<file path="config.mk">
export PLATFORM = sky130hd
export DESIGN_NAME = cache_fill_fsm
export DESIGN_NICKNAME = d
export VERILOG_FILES = /design/src/rtl/cache_fill_fsm.sv
export SDC_FILE = /design/constraint.sdc
export NUM_CORES = 1
export LEC_CHECK = 0
export CAP_MARGIN = 20
export CORE_MARGIN = 5
export CORE_UTILIZATION = 33
export CTS_BUF_LIST = sky130_fd_sc_hd__clkbuf_16
export DETAILED_ROUTE_END_ITERATION = 12
export PLACE_DENSITY = 0.8
export RECOVER_POWER = 50
export SYNTH_ARGS = -nofsm -noshare
export SYNTH_HDL_FRONTEND = slang
export SYNTH_SLANG_ARGS = --single-unit
</file>
<file path="constraint.sdc">
create_clock -name clk -period 1.9 [get_ports clk]
set_input_delay 0.475 -clock clk [delete_from_list [all_inputs] [get_ports clk]]
set_output_delay 0.475 -clock clk [all_outputs]
set_load 0.02 [all_outputs]
</file>
<file path="src/rtl/cache_fill_fsm.sv">
// cache_fill_fsm -- cache miss fill engine.
//
// On a miss it streams one block (WORDS_PER_BLOCK 16-bit words) from main
// memory into the data array, then pulses the tag write. fsm_busy stays high
// for the whole fill so the pipeline can stall.
//
// Ports:
//   clk, rst            clock (rising edge); asynchronous active-high reset
//   miss_detected       lookup missed; sampled only while idle
//   miss_address        byte address of the missing access
//   fsm_busy            fill in progress (stall the pipeline)
//   mem_en              memory read request valid this cycle
//   memory_address      byte address of the current request
//   memory_data_valid   memory_data carries a returned word (in request order)
//   memory_data         returned word
//   write_data_array    write data_word into the data array at word_sel
//   word_sel            word offset within the block for the array write
//   data_word           word to write (pass-through of memory_data)
//   write_tag_array     one-cycle pulse: write tag / set valid for base_address
//   base_address        block-aligned address of the fill in progress
//   fill_count          completed fills, saturating (only with CACHE_FILL_PERF_EN)
//
// Build option: define CACHE_FILL_PERF_EN to add the fill_count output.
module cache_fill_fsm #(
    parameter int ADDR_W          = 16,
    parameter int WORDS_PER_BLOCK = 8,
    parameter int MEM_LATENCY     = 4
) (
    input  logic                               clk,
    input  logic                               rst,
    input  logic                               miss_detected,
    input  logic [ADDR_W-1:0]                  miss_address,
    output logic                               fsm_busy,
    output logic                               mem_en,
    output logic [ADDR_W-1:0]                  memory_address,
    input  logic                               memory_data_valid,
    input  logic [ADDR_W-1:0]                  memory_data,
    output logic                               write_data_array,
    output logic [$clog2(WORDS_PER_BLOCK)-1:0] word_sel,
    output logic [ADDR_W-1:0]                  data_word,
    output logic                               write_tag_array,
    output logic [ADDR_W-1:0]                  base_address
`ifdef CACHE_FILL_PERF_EN
    ,
    output logic [15:0]                        fill_count
`endif
);

    localparam int SEL_W = $clog2(WORDS_PER_BLOCK);
    // Byte offset mask of one block (2 bytes per word).
    localparam logic [ADDR_W-1:0] BLK_MASK = ADDR_W'(2 * WORDS_PER_BLOCK - 1);

    // MEM_LATENCY does not affect the logic (returns are counted, not cycles);
    // it is only sanity-checked here.
    if (MEM_LATENCY < 1 || (WORDS_PER_BLOCK & (WORDS_PER_BLOCK - 1)) != 0) begin : g_param_check
        $error("cache_fill_fsm: MEM_LATENCY must be >= 1 and WORDS_PER_BLOCK a power of 2");
    end

    typedef enum logic {IDLE, FILL} state_t;

    state_t           state, next_state;
    // One extra bit so a count of WORDS_PER_BLOCK means "all done".
    logic [SEL_W:0]   req_cnt, rcv_cnt;
    logic [SEL_W-1:0] req_idx;

    // After the last request the address holds on the final word.
    assign req_idx        = req_cnt[SEL_W] ? '1 : req_cnt[SEL_W-1:0];
    assign memory_address = base_address + ADDR_W'({req_idx, 1'b0});

    always_comb begin
        next_state       = state;
        fsm_busy         = 1'b0;
        mem_en           = 1'b0;
        write_data_array = 1'b0;
        write_tag_array  = 1'b0;
        case (state)
            IDLE: begin
                if (miss_detected)
                    next_state = FILL;
            end
            FILL: begin
                fsm_busy = 1'b1;
                mem_en   = !req_cnt[SEL_W];
                if (memory_data_valid && !rcv_cnt[SEL_W]) begin
                    write_data_array = 1'b1;
                    // Last word: tag goes in alongside the final data write.
                    if (rcv_cnt[SEL_W-1:0] == '1) begin
                        write_tag_array = 1'b1;
                        next_state      = IDLE;
                    end
                end
            end
            default: next_state = IDLE;
        endcase
    end

    assign word_sel  = write_data_array ? rcv_cnt[SEL_W-1:0] : '0;
    assign data_word = write_data_array ? memory_data : '0;

    always_ff @(posedge clk or posedge rst) begin
        if (rst) begin
            state        <= IDLE;
            req_cnt      <= '0;
            rcv_cnt      <= '0;
            base_address <= '0;
        end else begin
            state <= next_state;
            if (state == IDLE) begin
                if (miss_detected) begin
                    base_address <= miss_address & ~BLK_MASK;
                    req_cnt      <= '0;
                    rcv_cnt      <= '0;
                end
            end else begin
                if (mem_en)
                    req_cnt <= req_cnt + 1'b1;
                if (write_data_array)
                    rcv_cnt <= rcv_cnt + 1'b1;
            end
        end
    end

`ifdef CACHE_FILL_PERF_EN
    // Counts only completed fills; a reset mid-fill never reaches the tag pulse.
    always_ff @(posedge clk or posedge rst) begin
        if (rst)
            fill_count <= '0;
        else if (write_tag_array && fill_count != 16'hFFFF)
            fill_count <= fill_count + 16'd1;
    end
`endif

endmodule

</file>
==> results of run 1 <==
-- cell usage after synthesis, types with 2 or more instances --
library cell / n
mux2i_1: 2
ha_1: 3
nor2_1: 4
o21ai_0: 2
and2_1: 19
nand2_1: 43
nor2b_1: 2
buf_4: 17
buf_2: 4
or2_2: 3
dfrtp_1: 21
-- metal layers --
metal | up-vias | GRT usage
li1 | 550 | -
met1 | 522 | 0.153
met2 | 27 | 0.261
met3 | 2 | 0.0233
met4 | 0 | 0.0456
met5 | - | 0
-- stage by stage --
step / power, W / cell area (um2) / hold WS [ns] / TNS (ns)
2_1_floorplan: 0.00195 / 1170 / 0.452 / 0
3_3_place_gp: 0.00277 / 1980 / 0.481 / -11.56
3_5_place_dp: 0.00281 / 1980 / 0.490 / -12.03
4_1_cts: 0.00331 / 2090 / 0.504 / 0
5_1_grt: 0.00353 / 2110 / 0.525 / 0
6_report: 0.00330 / 2110 / 0.496 / 0
-- how the worst max path moves through the flow --
stage                                 start               to  slack [ns]  depth (start not counted)
final                     memory_data_valid     data_word[8]        0.01                          5
after CTS                 memory_data_valid     data_word[2]        0.03                          5
after detailed placement  memory_data_valid  write_tag_array       -0.62                          5
after global routing      memory_data_valid     data_word[6]      0.0007                          5
after global placement    memory_data_valid  write_tag_array       -0.60                          5
after floorplan                       state    data_word[10]        0.15                          4
-- worst max-delay path: cells and delay by family --
family	cells	cell delay (ns)
buffers and inverters	3	0.53
and+or+nand+nor	2	0.40
-- registers in the layout (all words and copies together), names as in the netlist --
register / flops
base_address: 12
state: 1
req_cnt: 4
rcv_cnt: 4
-- power by group --
part	internal [W]	switching, W
clock network	0.000284	0.000161
logic	0.00104	0.000967
registers	0.000669	0.000173
-- area by class of cell --
class                           instances  area (um2)
Timing Repair Buffer                   99         945
Clock buffer                            3        75.1
Inverter                                1        3.75
Clock inverter                          1        7.51
Sequential cell                        21         526
Fill cell                             323        1250
Tap cell                               46        57.6
Multi-Input combinational cell         90         494
-- cells by family after synthesis --
group / Yosys count
other: 1
and+or+nand+nor: 74
muxes: 3
adders and majority gates: 3
AOI/OAI and AO/OA: 5
buffers and inverters: 24
DFF: 21
-- what timing repair did --
action                                  in CTS  in global routing
setup buffers                                2                  0
resized for setup                          128                  9
cloned                                       2                  0
pin swaps                                    2                  0
endpoints found under the setup margin      25                  8
==> metrics.txt, run 1 <==
detailed-route wire length 3240 um; status finished, final reports clean; startpoint of the worst hold path base_address[13]; Async S/R FF share, synth 1.00; commonest cells after routing, fill and taps aside clkdlybuf4s50_1 (54), nand2_1 (43), dfrtp_1 (21); antenna violations before repair 0; flops & latches, synth 21; ratio of cells with drive above 1 in the final layout 0.247; metal3 WL 141 um; final setup fails 0; slowest cell on the critical path and3b_2; start-to-end type of the worst setup path in2out; CTS tree yes; area enclosed by the die boundary 4780 um2; simple-gate portion of the synthesized area 0.304; non-filler instance count after layout 261; largest cells by area after synthesis dfrtp_1 (46%), nand2_1 (14%), buf_4 (11%), and2_1 (10%), ha_1 (3.3%); final setup skew 0.00371 ns; unrepaired setup endpoints after global routing false; synthesized netlist cell count roughly 130; final core utilization 0.627; worst reg-to-reg setup slack 0.51 ns; capturing point of the worst reg2reg path rcv_cnt[1]; hold buffer count at CTS 0; Global Route Usage Sum 0.138; number of synthesis warnings 0; Max Cap Violations 0; number of clock sinks 21; Avg WL per Cell 12.4 um; count of cells along the worst register-to-register path 5; maximum number of pins on one net before global-route repair 22; IO Count roughly 90; detailed-routing wirelength on met1 1240 um; routed vias 1,101; stage delay of the slowest cell on the critical path approximately 0.26 ns; predominant post-synthesis flop cell dfrtp_1; number of global-route vias before repair approximately 1,100; combinational family with the most area after synthesis simple AND/OR/NAND/NOR gates; post-synthesis instance area 1150 um2; arrival time of the worst setup path 1.41 ns; leftover overflow at the end of global routing 0; placed insts between 200 and 300; DRT iter0 DRCs 41; EDFF count, synth 0; clock transition at the registers of the reported paths 0.06 ns; Worst VDD drop 0.000634 V; area delta synth->final 82.8%; Pleak 1.01 nW; dpl ws -0.619 ns; adder-cell area share of the yosys netlist 0.0325; distinct cell type count of the synthesized netlist 22; data required time of the critical path approximately 1.4 ns; XOR/XNOR share of the synthesized area 0; multiplexer share of the synthesized area 0.0271; number of buffer cells added on primary ports 81; Final Critical Period 1.89 ns; Final Wtd Congestion 0.650; clock latency of the later-clocked register in the worst-skew pair around 0.25 ns; HPWL after detailed placement 2580 um; Final Worst Setup Slack 0.0109 ns; path type of the worst min-delay path reg2reg; number of placement rows 21; total number of nets in the final design about 260; first-pass iteration count of the detailed router 4; starting density of the core 0.343; top-area cell type share of the netlist area 0.456; share of the yosys chip area belonging to registers 0.456; R2R Path Start state; routed wire length on met2 between 1500 and 2000 um; Placeable Area 3360 um2; die extent in x slightly below 70 um; total power per unit cell area between 1500 and 2000 nW/um2; top routing layer in use met4; Cell Chain, Critical Path dlygate4sd2_1 -> and3b_2 -> buf_6 -> and2_1 -> buf_4; number of routed nets with antenna violations 0; number of CTS-inserted buffers 3; clock tree root driver cell clkbuf_16; H-tree depth 1; leading area contributor after synthesis dfrtp_1; relative slew slack 0.253; die boundary height 69.1 um; final max-slew violation count 0; wire length of the first global-routing pass 5440 um; largest driver fanout on the critical path 6; final routed DRC violation total 0; most common cell after layout, fill and taps aside clkdlybuf4s50_1; number of hold violations in the final report 0; sort of element at the end of the critical path output pin; transition time of the tightest slew-check pin 1.12 ns; nature of the critical path startpoint primary input; WHS Path Cells 2; compound-cell area share of the yosys netlist 0.0325; Fmax achieved 0.529 GHz; Inserted Diodes 0; Max Buffers Root-to-Sink 2; Via-to-Cell Ratio 4.22; worst hold path endpoint base_address[13]; mean instance size in the synthesized netlist 8.81 um2; fin crit share 0.994
(Power assumes the default switching activity.)
==> run 2: changes to the inputs <==
--- a/config.mk
+++ b/config.mk
@@ -10,7 +10,7 @@
 export CORE_UTILIZATION = 33
 export CTS_BUF_LIST = sky130_fd_sc_hd__clkbuf_16
 export DETAILED_ROUTE_END_ITERATION = 12
-export PLACE_DENSITY = 0.8
+export PLACE_DENSITY_LB_ADDON = 0.3
 export RECOVER_POWER = 50
 export SYNTH_ARGS = -nofsm -noshare
 export SYNTH_HDL_FRONTEND = slang
==> metrics.txt, run 2 (synthesis gave the netlist of run 1 again) <==
status finished, final reports clean; die boundary height 69.1 um; Global Route Usage Sum 0.145; HPWL after detailed placement ~2700 um; Final Wtd Congestion 0.752; Final Critical Period 1.86 ns; starting density of the core 0.343; final setup fails 0; sort of element at the end of the critical path output pin; Inserted Diodes 0; number of hold violations in the final report 0; data required time of the critical path 1.42 ns; sequential cell area in the final layout 526 um2; Crit. Startpoint memory_data_valid; worst setup path endpoint data_word[14]; number of global-route vias before repair 1,191; area delta synth->final 82.8%; Avg WL per Cell 13.3 um; total number of nets in the final design approximately 250; number of CTS-inserted buffers 3; antenna violations before repair 0; die extent in x 69.1 um; number of routed nets with antenna violations 0; leftover overflow at the end of global routing 0; Fmax achieved between 0.5 and 0.6 GHz; Max Buffers Root-to-Sink 2; nature of the critical path startpoint primary input; Worst VDD drop 0.000785 V; CTS tree yes; number of filler instances in the final layout 307; total power per unit cell area 1560 nW/um2; clock transition at the registers of the reported paths 0.05 ns; start-to-end type of the worst setup path in2out; final core utilization 0.627; PnR Total Power 0.00330 W; Via-to-Cell Ratio approximately 4.3; final setup skew 0.00159 ns; IO Count 91; arrival time of the worst setup path 1.39 ns; final max-slew violation count 0; Placeable Area 3360 um2; DRT iter0 DRCs 25; number of clock sinks 21; H-tree depth 1; number of flip-flops under the largest register name 12; most common cell after layout, fill and taps aside clkdlybuf4s50_1; register name with the most flops base_address; hold buffer count at CTS 0; path type of the worst min-delay path reg2reg; Max Cap Violations 0; fin crit share 0.980; relative slew slack 0.642; number of buffer cells added on primary ports 81; transition time of the tightest slew-check pin 0.537 ns; clock tree root driver cell clkbuf_16; wire length of the first global-routing pass just under 6000 um; number of placement rows 21; worst reg-to-reg setup slack approximately 0.55 ns; area occupied by multi-input gates 509 um2; R2R Path Start state; area enclosed by the die boundary around 4800 um2; Pleak 1.02 nW; count of cells along the worst register-to-register path 5; registers with the most flip-flops base_address (12), rcv_cnt (4), req_cnt (4); first-pass iteration count of the detailed router 4; routed vias 1,119; capturing point of the worst reg2reg path rcv_cnt[3]; detailed-route wire length roughly 3400 um; commonest cells after routing, fill and taps aside clkdlybuf4s50_1 (54), nand2_1 (43), dfrtp_1 (21); clock latency of the later-clocked register in the worst-skew pair 0.25 ns; largest driver fanout on the critical path 5; final routed DRC violation total 0; ratio of cells with drive above 1 in the final layout 0.274; maximum number of pins on one net before global-route repair 22
==> run 2: cell count changes in the layout (fill, tap and decap cells not counted) <==
cell,change
inv_1,+1
clkdlybuf4s15_1,+1
clkinvlp_4,-1
dlygate4sd2_1,-1
clkdlybuf4s15_2,+1
buf_2,+1
clkbuf_2,+1
buf_4,-3
and2_4,+6
and2_1,-6
clkbuf_1,-3
==> run 2: worst min path at each step <==
| stage | from | endpoint | slack, ns | cells after the start |
|---|---|---|---|---|
| final | base_address[4] | base_address[4] | 0.50 | 2 |
| after detailed placement | rcv_cnt[3] | rcv_cnt[3] | 0.48 | 1 |
| after global routing | base_address[6] | base_address[6] | 0.53 | 2 |
| after floorplan | rst | base_address[10] | 0.45 | 1 |
| after CTS | rcv_cnt[3] | rcv_cnt[3] | 0.49 | 1 |
| after global placement | base_address[4] | base_address[4] | 0.48 | 2 |
==> run 2: per-stage QoR <==
stage	hold WS, ns	std cells	TNS (ns)	area [um2]	setup slack (ns)
after floorplan	0.452	135	0	1170	0.148
after global routing	0.534	258	-0.000219	2110	-0.000219
final	0.499	258	0	2110	0.0374
after detailed placement	0.478	249	-12.05	1950	-0.601
after global placement	0.478	249	-11.35	1950	-0.558
after CTS	0.485	258	0	2110	0.0209
==> run 2: layout make-up <==
| cell class | count | area share |
|---|---|---|
| clock buffer | 3 | 0.0356 |
| tap | 46 | 0.0273 |
| clock inverter | 1 | 0.00178 |
| timing repair buffer | 96 | 0.443 |
| sequential | 21 | 0.249 |
| multi-input combinational | 90 | 0.242 |
| inverter | 1 | 0.00178 |
==> run 2: worst max-delay path, cell delays in order <==
cell,delay [ns]
clkdlybuf4s15_1,0.16
and3b_2,0.24
buf_6,0.12
buf_6,0.12
and2_4,0.15
buf_6,0.12
==> run 2: power breakdown <==
group	switching, W	internal (W)	leakage (nW)	total, W
combinational	0.000974	0.00105	0.726	0.00202
sequential	0.000177	0.000669	0.254	0.000846
clock	0.000146	0.000280	0.0423	0.000426
total	0.00130	0.00200	1.02	0.00330
==> run 2: metal layers <==
layer,share of wire,global-route usage,wire length (um)
met1,0.39,0.168,1350
met2,0.53,0.270,1830
met3,0.071,0.0363,244
met4,0.0026,0.0260,9
met5,0,0,0
==> run 2: timing repair <==
action	CTS	global route
pin swaps	6	0
cloned	1	0
resized for setup	144	0
setup endpoints to repair	25	6
setup buffers	4	1
==> run 3: changes to the inputs <==
--- a/config.mk
+++ b/config.mk
@@ -5,7 +5,7 @@
 export SDC_FILE = /design/constraint.sdc
 export NUM_CORES = 1
 export LEC_CHECK = 0
-export CAP_MARGIN = 20
+export CORE_ASPECT_RATIO = 1.25
 export CORE_MARGIN = 5
 export CORE_UTILIZATION = 33
 export CTS_BUF_LIST = sky130_fd_sc_hd__clkbuf_16
==> constraint.sdc (replaced) <==
create_clock -name clk -period 1.9 [get_ports clk]
set_input_delay 0.475 -clock clk [delete_from_list [all_inputs] [get_ports clk]]
set_output_delay 0.475 -clock clk [all_outputs]
set_load 0.05 [all_outputs]
==> metrics.txt, run 3 (synthesis gave the netlist of run 1 again) <==
antenna violations before repair 0; die boundary height 76.1 um; register name with the most flops base_address; nature of the critical path startpoint flop; commonest cells after routing, fill and taps aside nand2_1 (43), clkdlybuf4s50_1 (28), buf_4 (25); number of filler instances in the final layout 292; Avg WL per Cell 14.4 um; Fmax achieved 0.500 GHz; routed vias 1,114; die extent in x 62.9 um; Final Worst Setup Slack -0.0987 ns; data required time of the critical path 1.42 ns; total negative setup slack -0.583 ns; detailed-route wire length about 3600 um; violated checks setup timing; area enclosed by the die boundary between 4000 and 5000 um2; path type of the worst min-delay path reg2reg; number of placement rows 24; wire length of the first global-routing pass 6020 um; Final Wtd Congestion 0.741; start-to-end type of the worst setup path reg2out; total power per unit cell area 1920 nW/um2; clock latency of the later-clocked register in the worst-skew pair 0.25 ns; unrepaired setup endpoints after global routing true; area after detailed placement 2110 um2; Pleak 1.08 nW; final setup fails 7; PnR Total Power 0.00428 W; largest driver fanout on the critical path 6; number of flip-flops under the largest register name 12; arrival time of the worst setup path 1.52 ns; ratio of cells with drive above 1 in the final layout 0.395; total number of nets in the final design 250; Via-to-Cell Ratio 4.47; most common cell after layout, fill and taps aside nand2_1; transition time of the tightest slew-check pin 0.610 ns; final max-slew violation count 0; DRT iter0 DRCs 56; starting density of the core 0.337; WHS Path Cells 2; number of buffer cells added on primary ports 81; Global Route Usage Sum 0.158; Layout Cell Area excl Fill 2230 um2; sort of element at the end of the critical path output pin; relative slew slack 0.595; clock tree root driver cell clkbuf_16; number of hold violations in the final report 0; Worst VDD drop 0.00144 V; final worst hold slack 0.495 ns; maximum number of pins on one net before global-route repair 14; clock transition at the registers of the reported paths 0.05 ns; final routed DRC violation total 0; Max Cap Violations 0; number of global-route vias before repair 1,227; area delta synth->final 93.1%; registers with the most flip-flops base_address (12), rcv_cnt (4), req_cnt (4); fin crit share 1.05; first-pass iteration count of the detailed router 3; number of CTS-inserted buffers 3; status finished, violations left; number of routed nets with antenna violations 0; dpl ws -0.235 ns; IO Count 91; Inserted Diodes 0; Max Buffers Root-to-Sink 2; final setup skew 0.00163 ns; H-tree depth 1; leftover overflow at the end of global routing 0; Final Critical Period 2.00 ns; number of clock sinks 21; CTS tree yes; Placeable Area approximately 3400 um2; HPWL after detailed placement 2720 um; count of cells along the worst register-to-register path 5
==> run 3: cell count changes in the layout (fill, tap and decap cells not counted), moves of 2 or more <==
| cell | before | now |
|---|---|---|
| dlygate4sd2_1 | 4 | 0 |
| and2_1 | 6 | 0 |
| buf_12 | 0 | 24 |
| clkbuf_1 | 0 | 12 |
| and2_4 | 14 | 20 |
| clkdlybuf4s50_1 | 54 | 28 |
| dfrtp_1 | 21 | 19 |
| buf_6 | 19 | 2 |
| dfrtp_2 | 0 | 2 |
| buf_4 | 13 | 25 |
==> run 3: worst paths after layout <==
path / from / end / slack, ns
worst min-delay path: base_address[11] / base_address[11] / 0.49
min in group asynchronous: rst / base_address[4] / 0.79
worst max register to register: state / rcv_cnt[3] / 0.49
worst min register to register: base_address[11] / base_address[11] / 0.49
worst max-delay path: state / data_word[5] / -0.1
max in group asynchronous: rst / rcv_cnt[0] / 0.66
==> run 3: critical path, cell delays in order (launching register included) <==
cell and delay [ns]:
dfrtp_2 0.40, and3b_2 0.23, buf_6 0.13, buf_6 0.11, buf_12 0.12, and2_4 0.14
buf_12 0.14
==> run 3: layer usage <==
metal  share of wire  wire length, um  track usage  vias to the layer above
met3           0.085              305       0.0457                        4
li1                -                -            -                      545
met1            0.36             1300        0.160                      515
met4           0.022               78       0.0828                        0
met2            0.53             1910        0.285                       50
met5               0                0            0                        -
==> run 3: layout make-up <==
| class | instances | area [um2] | area share |
|---|---|---|---|
| Clock inverter | 1 | 3.75 | 0.00169 |
| Clock buffer | 3 | 75.1 | 0.0337 |
| Timing Repair Buffer | 94 | 1040 | 0.467 |
| Sequential cell | 21 | 528 | 0.237 |
| Multi-Input combinational cell | 90 | 527 | 0.237 |
| Inverter | 1 | 3.75 | 0.00169 |
| Tap cell | 39 | 48.8 | 0.0219 |
==> run 3: metrics by stage <==
step,utilization,cells
after floorplan,-,135
after global placement,0.616,239
after detailed placement,0.616,239
after CTS,0.685,252
after global routing,0.651,249
final,0.651,249
==> run 3: timing repair <==
| item | in CTS | in global routing |
|---|---|---|
| cloned | 2 | 0 |
| buffers inserted | 7 | 1 |
| hold buffers | 0 | 0 |
| endpoints found under the setup margin | 21 | 21 |
| pin swaps | 15 | 4 |
| gates resized for setup | 27 | 1 |
==> run 3: report_power, final <==
group          internal [W]  total, W  leakage, nW  switching, W
Sequential         0.000672  0.000860        0.253      0.000188
Clock              0.000280  0.000435       0.0423      0.000155
Combinational       0.00108   0.00299        0.782       0.00191
